[src/rtl/serial_adder16.sv]
// serial_adder16: bit-serial two's-complement adder, one bit per clock, valid/ready on both sides
module serial_adder16 #(
    parameter int WIDTH = 16
) (
    input  logic             clk,
    input  logic             rst_n,
    input  logic             in_valid,
    output logic             in_ready,
    input  logic [WIDTH-1:0] a,
    input  logic [WIDTH-1:0] b,
    input  logic             cin,
    output logic             out_valid,
    input  logic             out_ready,
    output logic [WIDTH-1:0] sum,
    output logic             cout,
    output logic             overflow
);
    localparam int CW = $clog2(WIDTH);

    typedef enum logic [1:0] {IDLE, RUN, DONE} state_t;

    state_t           state, state_n;
    logic [WIDTH-1:0] sa, sb, ps, ps_n;
    logic [CW-1:0]    cnt;
    logic             carry, h, s, c_n, last;

    // full adder built from two half-adder stages plus a carry OR
    assign h    = sa[0] ^ sb[0];
    assign s    = h ^ carry;
    assign c_n  = (sa[0] & sb[0]) | (h & carry);
    assign ps_n = {s, ps[WIDTH-1:1]};
    assign last = cnt == CW'(WIDTH - 1);

    assign in_ready  = state == IDLE;
    assign out_valid = state == DONE;

    always_ff @(posedge clk or negedge rst_n) begin
        if (!rst_n) state <= IDLE;
        else        state <= state_n;
    end

    always_comb begin
        state_n = state;
        state_n = state == IDLE ? (in_valid ? RUN : IDLE)
                : state == RUN  ? (last ? DONE : RUN)
                :                 (out_ready ? IDLE : DONE);
    end

    always_ff @(posedge clk or negedge rst_n) begin
        if (!rst_n) begin
            sa       <= '0;
            sb       <= '0;
            ps       <= '0;
            carry    <= 1'b0;
            cnt      <= '0;
            sum      <= '0;
            cout     <= 1'b0;
            overflow <= 1'b0;
        end else if (state == IDLE && in_valid) begin
            sa    <= a;
            sb    <= b;
            carry <= cin;
            cnt   <= '0;
        end else if (state == RUN) begin
            sa    <= sa >> 1;
            sb    <= sb >> 1;
            ps    <= ps_n;
            carry <= c_n;
            cnt   <= cnt + 1'b1;
            // on the MSB cycle carry still holds the carry into the MSB
            if (last) begin
                sum      <= ps_n;
                cout     <= c_n;
                overflow <= carry ^ c_n;
            end
        end
    end
endmodule
[config.mk]
export PLATFORM = sky130hd
export DESIGN_NAME = serial_adder16
export DESIGN_NICKNAME = d
export VERILOG_FILES = /design/src/rtl/serial_adder16.sv
export SDC_FILE = /design/constraint.sdc
export NUM_CORES = 1
export LEC_CHECK = 0
export ABC_AREA = 1
export BUFFER_PORTS_ARGS = -buffer_cell sky130_fd_sc_hd__clkbuf_2
export CAP_MARGIN = 20
export CELL_PAD_IN_SITES_DETAIL_PLACEMENT = 1
export CELL_PAD_IN_SITES_GLOBAL_PLACEMENT = 2
export CORE_AREA = 4 4 103 144
export CTS_CLUSTER_DIAMETER = 30
export DETAILED_ROUTE_END_ITERATION = 10
export DIE_AREA = 0 0 107 148
export GPL_ROUTABILITY_DRIVEN = 0
export PLACE_DENSITY_LB_ADDON = 0.1
export SYNTH_ARGS = -nofsm -noshare
export SYNTH_HDL_FRONTEND = slang
export SYNTH_SLANG_ARGS = --single-unit
[constraint.sdc]
create_clock -name clk -period 1.67 [get_ports clk]
set_input_delay 0.167 -clock clk [delete_from_list [all_inputs] [get_ports clk]]
set_output_delay 0.167 -clock clk [all_outputs]
set_load 0.05 [all_outputs]
==> metrics.txt, run 1 <==
Setup Skew 0.005712 ns; critical path endpoint category output pin; worst-path fanout max 35; Worst-Skew Late Latency 0.33 ns; critical path startpoint category register; syn avg cell area 8.780 sq um; CTS tree built; GRT met3 Usage 3.145%; Worst slew margin 74.14%; DRC Markers 0; total track usage 10.97%; number of synthesized register bits 72; antenna violations before repair 0; Vias 2,478; Min Clock Period, post-route 1.456 ns; end of the worst hold path sa[15]; warnings from Yosys 0; Slew @ Worst Pin 0.3879 ns; Hold Path Stages 3; most frequent cells in the layout 150 x nand2_1, 72 x dfrtp_1, 66 x nand3_1, 54 x clkbuf_2, 17 x o21ai_0; Worst path max stage delay 0.42 ns; CTS Hold Bufs 1; Clock Tree Root clkbuf_16; total CTS buffers 9; drt via density 4.193; dpl hpwl 5338 um; Power Dens Cells 1682 nW/um^2; RSZ-0062 raised after global routing no; Top Ports 57; CP most frequent cell buf_12; starting density of the core 22.76%; area grow syn2layout 25.63%; Die W 107 um; CP arrival 1.29 ns; r2r setup slk 0.24 ns; cell taking the most area after synthesis dfrtp_1; clock sink count 72; met1 Usage GRT 13.69%; Worst Path Required 1.50 ns; Yosys top cell area share 59.14%; top post-synthesis cells by area dfrtp_1 59%, nand2_1 18%, nand3_1 11%, o21ai_0 2.8%, buf_4 1.5%; Crit Path Category register to output pin; Net Count, Synth 386; r2r startpoint cnt[0]; Total Wirelength 7917 um; GR Overflow Total 0; drt pass-1 iters 4; Hold Startpoint a[15]; DR iter-0 viols 95; total core area 13,390 sq um; leakage power 1.969 nW; gr busiest metal met2; Mapped Area 3047 sq um; fin crit share 87.16%; final hold vios 0; commonest non-fill, non-tap cell in the layout nand2_1; Die ar. 15,840 sq um; post-synthesis sequential area ratio 59.14%; # port buffers 56; Power Total 6.439 mW; share of cells above drive strength 1 20.05%; Setup TNS 0 ns; vias in the first global route 2,711; number of H-tree levels 3; largest net degree at the start of global routing 38; FMAX 687.0 MHz; Final ANT Viol Nets 0; final number of setup-violating endpoints 0; Reg area 1802 sq um; Antenna Cells 0; Final Slew Violations 0; Yosys cell types 20; M2 GR Usage 17.97%; # fillers 1,649; Post-CTS Setup Bufs 0; DIE HEIGHT 148 um; reg2reg end sum[12]; nets 445; worst vdd ir 440.8 uV; worst-case clock buffer depth 2; Syn Inst Count 347; Rows 50; Hold WS 0.06924 ns; worst hold path type primary input to register; wire length per cell 13.40 um; reg2reg path depth 6; Worst-path clk slew 0.05 ns; MaxCap Viol Count 0; post-CTS sizing 0; crit path max-delay cell type dfrtp_1; outcome completed; critical path cell sequence nor2_2, buf_12, buf_12; area of the multi-input gates 1090 sq um; first-pass GRT wire length 13,680 um
## stage by stage
stage | std cells | utilization [%] | cell area, sq um | worst slack, ns
floorplan | 347 | - | 3047 | 0.3556
global placement | 576 | 26.61 | 3562 | 0.2744
detailed placement | 576 | 26.61 | 3562 | 0.1951
CTS | 591 | 28.59 | 3827 | 0.1842
global route | 591 | 28.59 | 3827 | 0.06832
finish | 591 | 28.59 | 3827 | 0.2144
## worst max-delay path by stage
| stage | slack, ns | from | endpoint | cells after the start |
|---|---|---|---|---|
| after floorplan | 0.36 | cnt[0] | sum[10] | 7 |
| after global routing | 0.07 | cnt[0] | sum[12] | 6 |
| final | 0.21 | state[0] | in_ready | 3 |
| after detailed placement | 0.20 | cnt[0] | sum[12] | 6 |
| after global placement | 0.27 | cnt[0] | sum[1] | 6 |
| after CTS | 0.18 | cnt[0] | sum[12] | 6 |
## area by class of cell
cell class,count,area share (%)
timing repair buffer,67,10.66
multi-input combinational,244,28.47
clock inverter,1,0.1308
clock buffer,13,6.538
tap,182,5.950
inverter,12,1.177
sequential,72,47.07
## sequential cells by signal (all words and copies together), names as in the netlist
register	count
cnt	4
sum	16
carry	1
sa	16
sb	16
ps	15
state	2
overflow	1
cout	1
## worst max-delay path, delay by kind of cell, from the launching register on
kind	cells	cell delay, ns
DFF	1	0.42
buffers and inverters	2	0.37
and+or+nand+nor	1	0.15
## report_power, final
| part | switching, mW | internal, mW | total [mW] | leakage (nW) |
|---|---|---|---|---|
| clock | 0.685 | 1.03 | 1.71 | 0.126 |
| combinational | 1.29 | 0.739 | 2.03 | 0.910 |
| sequential | 0.364 | 2.33 | 2.69 | 0.934 |
## logic make-up (layout without fill, tap and decap cells)
| family | count (synthesis) | after routing | share of synthesized area, % |
|---|---|---|---|
| simple gates | 222 | 222 | 31.05 |
| flops | 72 | 72 | 59.14 |
| buf+inv | 31 | 93 | 5.092 |
| compound gates | 18 | 18 | 3.080 |
| fa+ha+maj | 2 | 2 | 1.068 |
| xor+xnor | 2 | 2 | 0.5751 |
## cells in the mapped netlist, drive strengths merged
master,n
fa,1
xor2,1
nand3,67
buf,14
ha,1
inv,12
clkbuf,5
nor2,3
xnor2,1
nand2,151
dfrtp,72
nand4,1
o21ai,18
## layer usage
| metal | vias to the layer above | part of all wire, % |
|---|---|---|
| met5 | - | 0 |
| met4 | 0 | 1.2 |
| met3 | 6 | 3.2 |
| met2 | 41 | 48 |
| met1 | 1205 | 47 |
| li1 | 1226 | - |
(Power assumes the default switching activity.)
==> run 2, diff against run 1 <==
--- a/config.mk
+++ b/config.mk
@@ -5,15 +5,14 @@
 export SDC_FILE = /design/constraint.sdc
 export NUM_CORES = 1
 export LEC_CHECK = 0
-export ABC_AREA = 1
 export BUFFER_PORTS_ARGS = -buffer_cell sky130_fd_sc_hd__clkbuf_2
 export CAP_MARGIN = 20
 export CELL_PAD_IN_SITES_DETAIL_PLACEMENT = 1
 export CELL_PAD_IN_SITES_GLOBAL_PLACEMENT = 2
-export CORE_AREA = 4 4 103 144
+export CORE_AREA = 4 4 102 143
 export CTS_CLUSTER_DIAMETER = 30
 export DETAILED_ROUTE_END_ITERATION = 10
-export DIE_AREA = 0 0 107 148
+export DIE_AREA = 0 0 106 147
 export GPL_ROUTABILITY_DRIVEN = 0
 export PLACE_DENSITY_LB_ADDON = 0.1
 export SYNTH_ARGS = -nofsm -noshare
==> metrics.txt, run 2 <==
commonest non-fill, non-tap cell in the layout nand2_1; fin crit share 90.85% (+3.7 points); total CTS buffers 9 (unchanged); Buf/Inv on CP 1 (-1); drt pass-1 iters 4 (unchanged); DIE HEIGHT 147 um (-0.68%); nets 380 (-15%); antenna violations before repair 0 (unchanged); Die ar. 15,580 sq um (-1.6%); starting density of the core 22.62% (-0.13 points); Rows 50 (unchanged); FMAX 659.1 MHz (-4.1%); Finished Cell Area 3849 sq um (+0.56%); Min Clock Period, post-route 1.517 ns (+0.06150 ns); crit path max-delay cell type dfrtp_1; DP Area 3566 sq um (+0.11%); drt via density 4.148 (-1.1%); Worst Path Required 1.88 ns (+0.38 ns); CTS tree built; Worst-Skew Late Latency 0.33 ns (about the same); Power Total 7.574 mW (+18%); Power Dens Cells 1968 nW/um^2 (+17%); DRC Markers 0 (unchanged); Primary FF master, synth dfrtp_1; Total Wirelength 7447 um (-5.9%); final number of setup-violating endpoints 0 (unchanged); most frequent cells in the layout 115 x nand2_1, 72 x dfrtp_1, 55 x clkbuf_2, 31 x a22oi_1, 10 x mux2_4; DR iter-0 viols 67 (-29%); MaxCap Viol Count 0 (unchanged); Net Count, Synth 315 (-18%); warnings from Yosys 0 (unchanged); Antenna Cells 0 (unchanged); share of cells above drive strength 1 30.14% (+10 points); Worst path max stage delay 0.38 ns (-0.04 ns); wire length per cell 14.13 um (+5.5%); Syn Inst Count 276 (-20%); area grow syn2layout 28.27%; Final ANT Viol Nets 0 (unchanged); # port buffers 56 (unchanged); number of H-tree levels 3 (unchanged); number of enable flip-flop cells after synthesis 0 (unchanged); Setup Skew 0.004303 ns (-0.001409 ns); Setup TNS 0 ns (unchanged); top cells by count, synth 115 x nand2_1, 72 x dfrtp_1, 31 x a22oi_1, 10 x buf_2, 10 x mux2_4; CP arrival 1.72 ns (+0.43 ns); final hold vios 0 (unchanged); Mapped Area 3000 sq um (-1.5%); met1 Usage GRT 12.50% (-1.2 points); RSZ-0062 raised after global routing no; top post-synthesis cells by area dfrtp_1 60%, nand2_1 14%, a22oi_1 7.8%, mux2_4 5.0%, mux2_2 3.0%; Vias 2,186 (-12%); total core area 13,260 sq um (-0.93%); Worst-path clk slew 0.05 ns (about the same); critical path cell sequence ha_1, nand3_2, nor2_8, buf_12, mux2_2; critical path endpoint category register; number of synthesized register bits 72 (unchanged); Largest regs sa: 16 flops, sb: 16 flops, sum: 16 flops; worst hold path type primary input to register; GRT met3 Usage 2.154% (-0.99 points); Crit Path Category register to register; Slew @ Worst Pin 0.4076 ns (+0.01969 ns); outcome completed; dpl hpwl 4931 um (-7.6%); Top Ports 57 (unchanged); fraction of registers with async set/reset 100.0% (unchanged); Final Slew Violations 0 (unchanged); M2 GR Usage 17.59% (-0.38 points); vias in the first global route 2,516 (-7.2%); gr busiest metal met2; Clock Tree Root clkbuf_16; worst-path fanout max 12 (-66%); clock sink count 72 (unchanged); most frequent cell after synthesis nand2_1; Yosys top cell area share 60.05% (+0.91 points); critical path startpoint category register; post-synthesis sequential area ratio 60.05% (+0.91 points); syn avg cell area 10.87 sq um (+24%); worst vdd ir 468.1 uV (+6.2%); Die W 106 um (-0.93%); cell taking the most area after synthesis dfrtp_1; worst-case clock buffer depth 2 (unchanged); largest net degree at the start of global routing 38 (unchanged); first-pass GRT wire length 12,770 um (-6.6%); top cell family by delay on the critical path flip-flops; Yosys cell types 25 (+25%); leakage power 1.976 nW (+0.33%); Worst slew margin 72.83% (-1.3 points); total track usage 10.44% (-0.53 points); GR Overflow Total 0 (unchanged)
run 2: changes by cell type in the layout (fill, tap and decap cells not counted), moves of 2 or more:
cell     previous run  this run
o22ai_1             0         2
nand2_1           150       115
o21ai_0            17         5
a21oi_1             0         2
mux2_2              0         8
mux2_4              0        10
a22oi_1             0        31
nand3_1            66         1
inv_1              12         2
run 2: metal layers:
metal  up-vias  wire, um
li1       1050         -
met1      1087      3163
met2        38      3854
met3        11       254
met4         0       175
met5         -         0
run 2: per-stage QoR:
step	setup slack (ns)	utilization (%)	cells	hold WS (ns)
floorplan	0.1481	-	276	-0.1286
global placement	0.1306	26.89	511	0.1372
detailed placement	0.07791	26.89	511	0.1367
CTS	0.05942	28.98	527	0.02708
global route	0.06670	29.02	527	0.03513
finish	0.1529	29.02	527	0.03804
run 2: final cells by class:
cell class,instances,area [sq um]
flip-flops and latches,72,1802
well taps,182,227.7
clock buffers,15,267.8
multi-input cells,187,1111
fillers,1518,9414
repair buffers,69,432.9
inverters,2,7.507
run 2: power breakdown:
part | switching, mW | internal (mW)
Combinational | 1.82 | 1.02
Sequential | 0.483 | 2.48
Clock | 0.689 | 1.08
run 2: what timing repair did:
item                                    4_1_cts  5_1_grt
buffers inserted                              0        0
endpoints found under the setup margin        0       13
hold endpoints to repair                     27        0
resized for setup                             0        1
hold buffers                                  1        0
run 2: worst reg2reg max path: stages (launching register included):
cell	delay, ns
dfrtp_1	0.38
ha_1	0.21
nand3_2	0.16
nor2_8	0.15
buf_12	0.16
mux2_2	0.34
run 2: worst paths after layout:
check                           from       end  slack (ns)  cells after the start
setup / recovery              cnt[0]    sum[3]        0.15                      5
hold / removal             out_ready  state[1]        0.04                      2
min in group asynchronous      rst_n   sum[10]        0.31                      2
setup reg to reg              cnt[0]    sum[3]        0.15                      5
max in group asynchronous      rst_n     sa[9]        0.82                      3
hold reg to reg                sb[2]     sb[2]        0.47                      2
run 2: cell families (layout without fill, tap and decap cells):
group	count (synthesis)	after routing	synth area share (%)
compound gates	43	43	10.30
xor+xnor	1	1	0.2920
fa+ha+maj	2	2	1.084
buf+inv	17	86	3.336
flops	72	72	60.05
mux	18	18	8.007
simple gates	123	123	16.93
==> run 3, diff against run 2 <==
--- a/config.mk
+++ b/config.mk
@@ -14,6 +14,7 @@
 export DETAILED_ROUTE_END_ITERATION = 10
 export DIE_AREA = 0 0 106 147
 export GPL_ROUTABILITY_DRIVEN = 0
+export MAX_ROUTING_LAYER = met4
 export PLACE_DENSITY_LB_ADDON = 0.1
 export SYNTH_ARGS = -nofsm -noshare
 export SYNTH_HDL_FRONTEND = slang
==> metrics.txt, run 3 (synthesized netlist as in run 2, its figures left out) <==
most frequent cells in the layout 115 x nand2_1, 72 x dfrtp_1, 55 x clkbuf_2, 31 x a22oi_1, 10 x mux2_4; clock sink count 72 (unchanged); crit path max-delay cell type dfrtp_1; Rows 50 (unchanged); FMAX 659.2 MHz (about the same); final number of setup-violating endpoints 0 (unchanged); area grow syn2layout 28.27% (unchanged); worst vdd ir 468.9 uV (+0.17%); met3 WL 243 um (-4.3%); Finished Cell Area 3849 sq um (unchanged); DP Area 3566 sq um (unchanged); number of instances in the placed design 511 (unchanged); critical path endpoint category register; Highest Signal Layer met4; critical path startpoint category register; met2 routed WL 3837 um (-0.44%); Largest regs sa: 16 flops, sb: 16 flops, sum: 16 flops; wire length per cell 14.15 um (+0.11%); total track usage 10.76% (+0.31 points); leakage power 1.976 nW (unchanged); Slew @ Worst Pin 0.4100 ns (+0.002380 ns); Antenna Cells 0 (unchanged); drt via density 4.161 (+0.32%); Clock Tree Root clkbuf_16; total CTS buffers 9 (unchanged); top cell family by delay on the critical path flip-flops; worst hold path type primary input to register; Setup TNS 0 ns (unchanged); DIE HEIGHT 147 um (unchanged); Reg area 1802 sq um (unchanged); share of cells above drive strength 1 30.14% (unchanged); DR iter-0 viols 68 (+1.5%); number of H-tree levels 3 (unchanged); largest net degree at the start of global routing 38 (unchanged); Power Dens Cells 1969 nW/um^2 (about the same); CTS tree built; GR Overflow Total 0 (unchanged); Setup Skew 0.004158 ns (-0.0001456 ns); Post-CTS Setup Bufs 0 (unchanged); area of the multi-input gates 1111 sq um (unchanged); outcome completed; first-pass GRT wire length 12,780 um (about the same); Crit Path Category register to register; Worst Path Required 1.88 ns (about the same); RSZ-0062 raised after global routing no; antenna violations before repair 0 (unchanged); Top Ports 57 (unchanged); Final ANT Viol Nets 0 (unchanged); DRC Markers 0 (unchanged); Worst-Skew Late Latency 0.33 ns (about the same); commonest non-fill, non-tap cell in the layout nand2_1; dpl hpwl 4931 um (unchanged); MaxCap Viol Count 0 (unchanged); Worst path max stage delay 0.38 ns (about the same); Total Wirelength 7455 um (+0.11%); drt pass-1 iters 4 (unchanged); Worst-path clk slew 0.05 ns (about the same); starting density of the core 22.62% (unchanged); worst-case clock buffer depth 2 (unchanged); nets 380 (unchanged); Buf/Inv on CP 1 (unchanged); Layout Cells excl Fill 527 (unchanged); total core area 13,260 sq um (unchanged); final hold vios 0 (unchanged); Die ar. 15,580 sq um (unchanged); vias in the first global route 2,517 (+0.040%); CP arrival 1.72 ns (about the same); Vias 2,193 (+0.32%); # port buffers 56 (unchanged); worst-path fanout max 12 (unchanged); Final Slew Violations 0 (unchanged); fin crit share 90.84% (about the same); # fillers 1,518 (unchanged); Die W 106 um (unchanged); DRT met1 WL 3195 um (+1.0%); Min Clock Period, post-route 1.517 ns (-0.0001000 ns); Worst slew margin 72.67% (-0.16 points); critical path cell sequence ha_1, nand3_2, nor2_8, buf_12, mux2_2
## run 3: cell counts in the layout (fill, tap and decap cells not counted)
No cell type changed its count.
## run 3: final timing paths
| kind | start | slack [ns] | end | cells past startpoint |
|---|---|---|---|---|
| max | cnt[0] | 0.15 | sum[3] | 5 |
| min | out_ready | 0.04 | state[1] | 2 |
| max reg2reg | cnt[0] | 0.15 | sum[3] | 5 |
| min reg2reg | sb[2] | 0.47 | sb[2] | 2 |
| max in group asynchronous | rst_n | 0.82 | sa[8] | 3 |
| min in group asynchronous | rst_n | 0.31 | sum[10] | 2 |
## run 3: report_power, final
group / internal (mW) / switching [mW]
Combinational: 1.02 / 1.82
Sequential: 2.48 / 0.484
Clock: 1.08 / 0.689
Total: 4.58 / 3.00
## run 3: cell type report
class / instances / area share, %
Timing Repair Buffer: 69 / 11.25
Tap cell: 182 / 5.917
Multi-Input combinational cell: 187 / 28.87
Clock buffer: 15 / 6.957
Inverter: 2 / 0.1951
Sequential cell: 72 / 46.81
## run 3: worst register-to-register path: stages (launching register included)
cell,delay (ns)
dfrtp_1,0.38
ha_1,0.21
nand3_2,0.16
nor2_8,0.15
buf_12,0.16
mux2_2,0.34
## run 3: layer usage
metal / up-vias / track usage [%]
li1: 1051 / -
met1: 1092 / 12.55
met2: 38 / 17.59
met3: 12 / 2.110
met4: 0 / 5.444
met5: - / -
## run 3: per-stage QoR
| step | total power [mW] | hold WS [ns] | utilization [%] | setup slack [ns] |
|---|---|---|---|---|
| global route | 8.210 | 0.03511 | 29.02 | 0.06670 |
| global placement | 5.873 | 0.1372 | 26.89 | 0.1306 |
| floorplan | 5.024 | -0.1286 | - | 0.1481 |
| detailed placement | 5.929 | 0.1367 | 26.89 | 0.07791 |
| CTS | 7.778 | 0.02708 | 28.98 | 0.05942 |
| finish | 7.578 | 0.03732 | 29.02 | 0.1530 |
## run 3: what timing repair did
| action | CTS | global route |
|---|---|---|
| hold buffers | 1 | 0 |
| endpoints found under the hold margin | 27 | 0 |
| endpoints found under the setup margin | 0 | 13 |
| gates resized for setup | 0 | 1 |
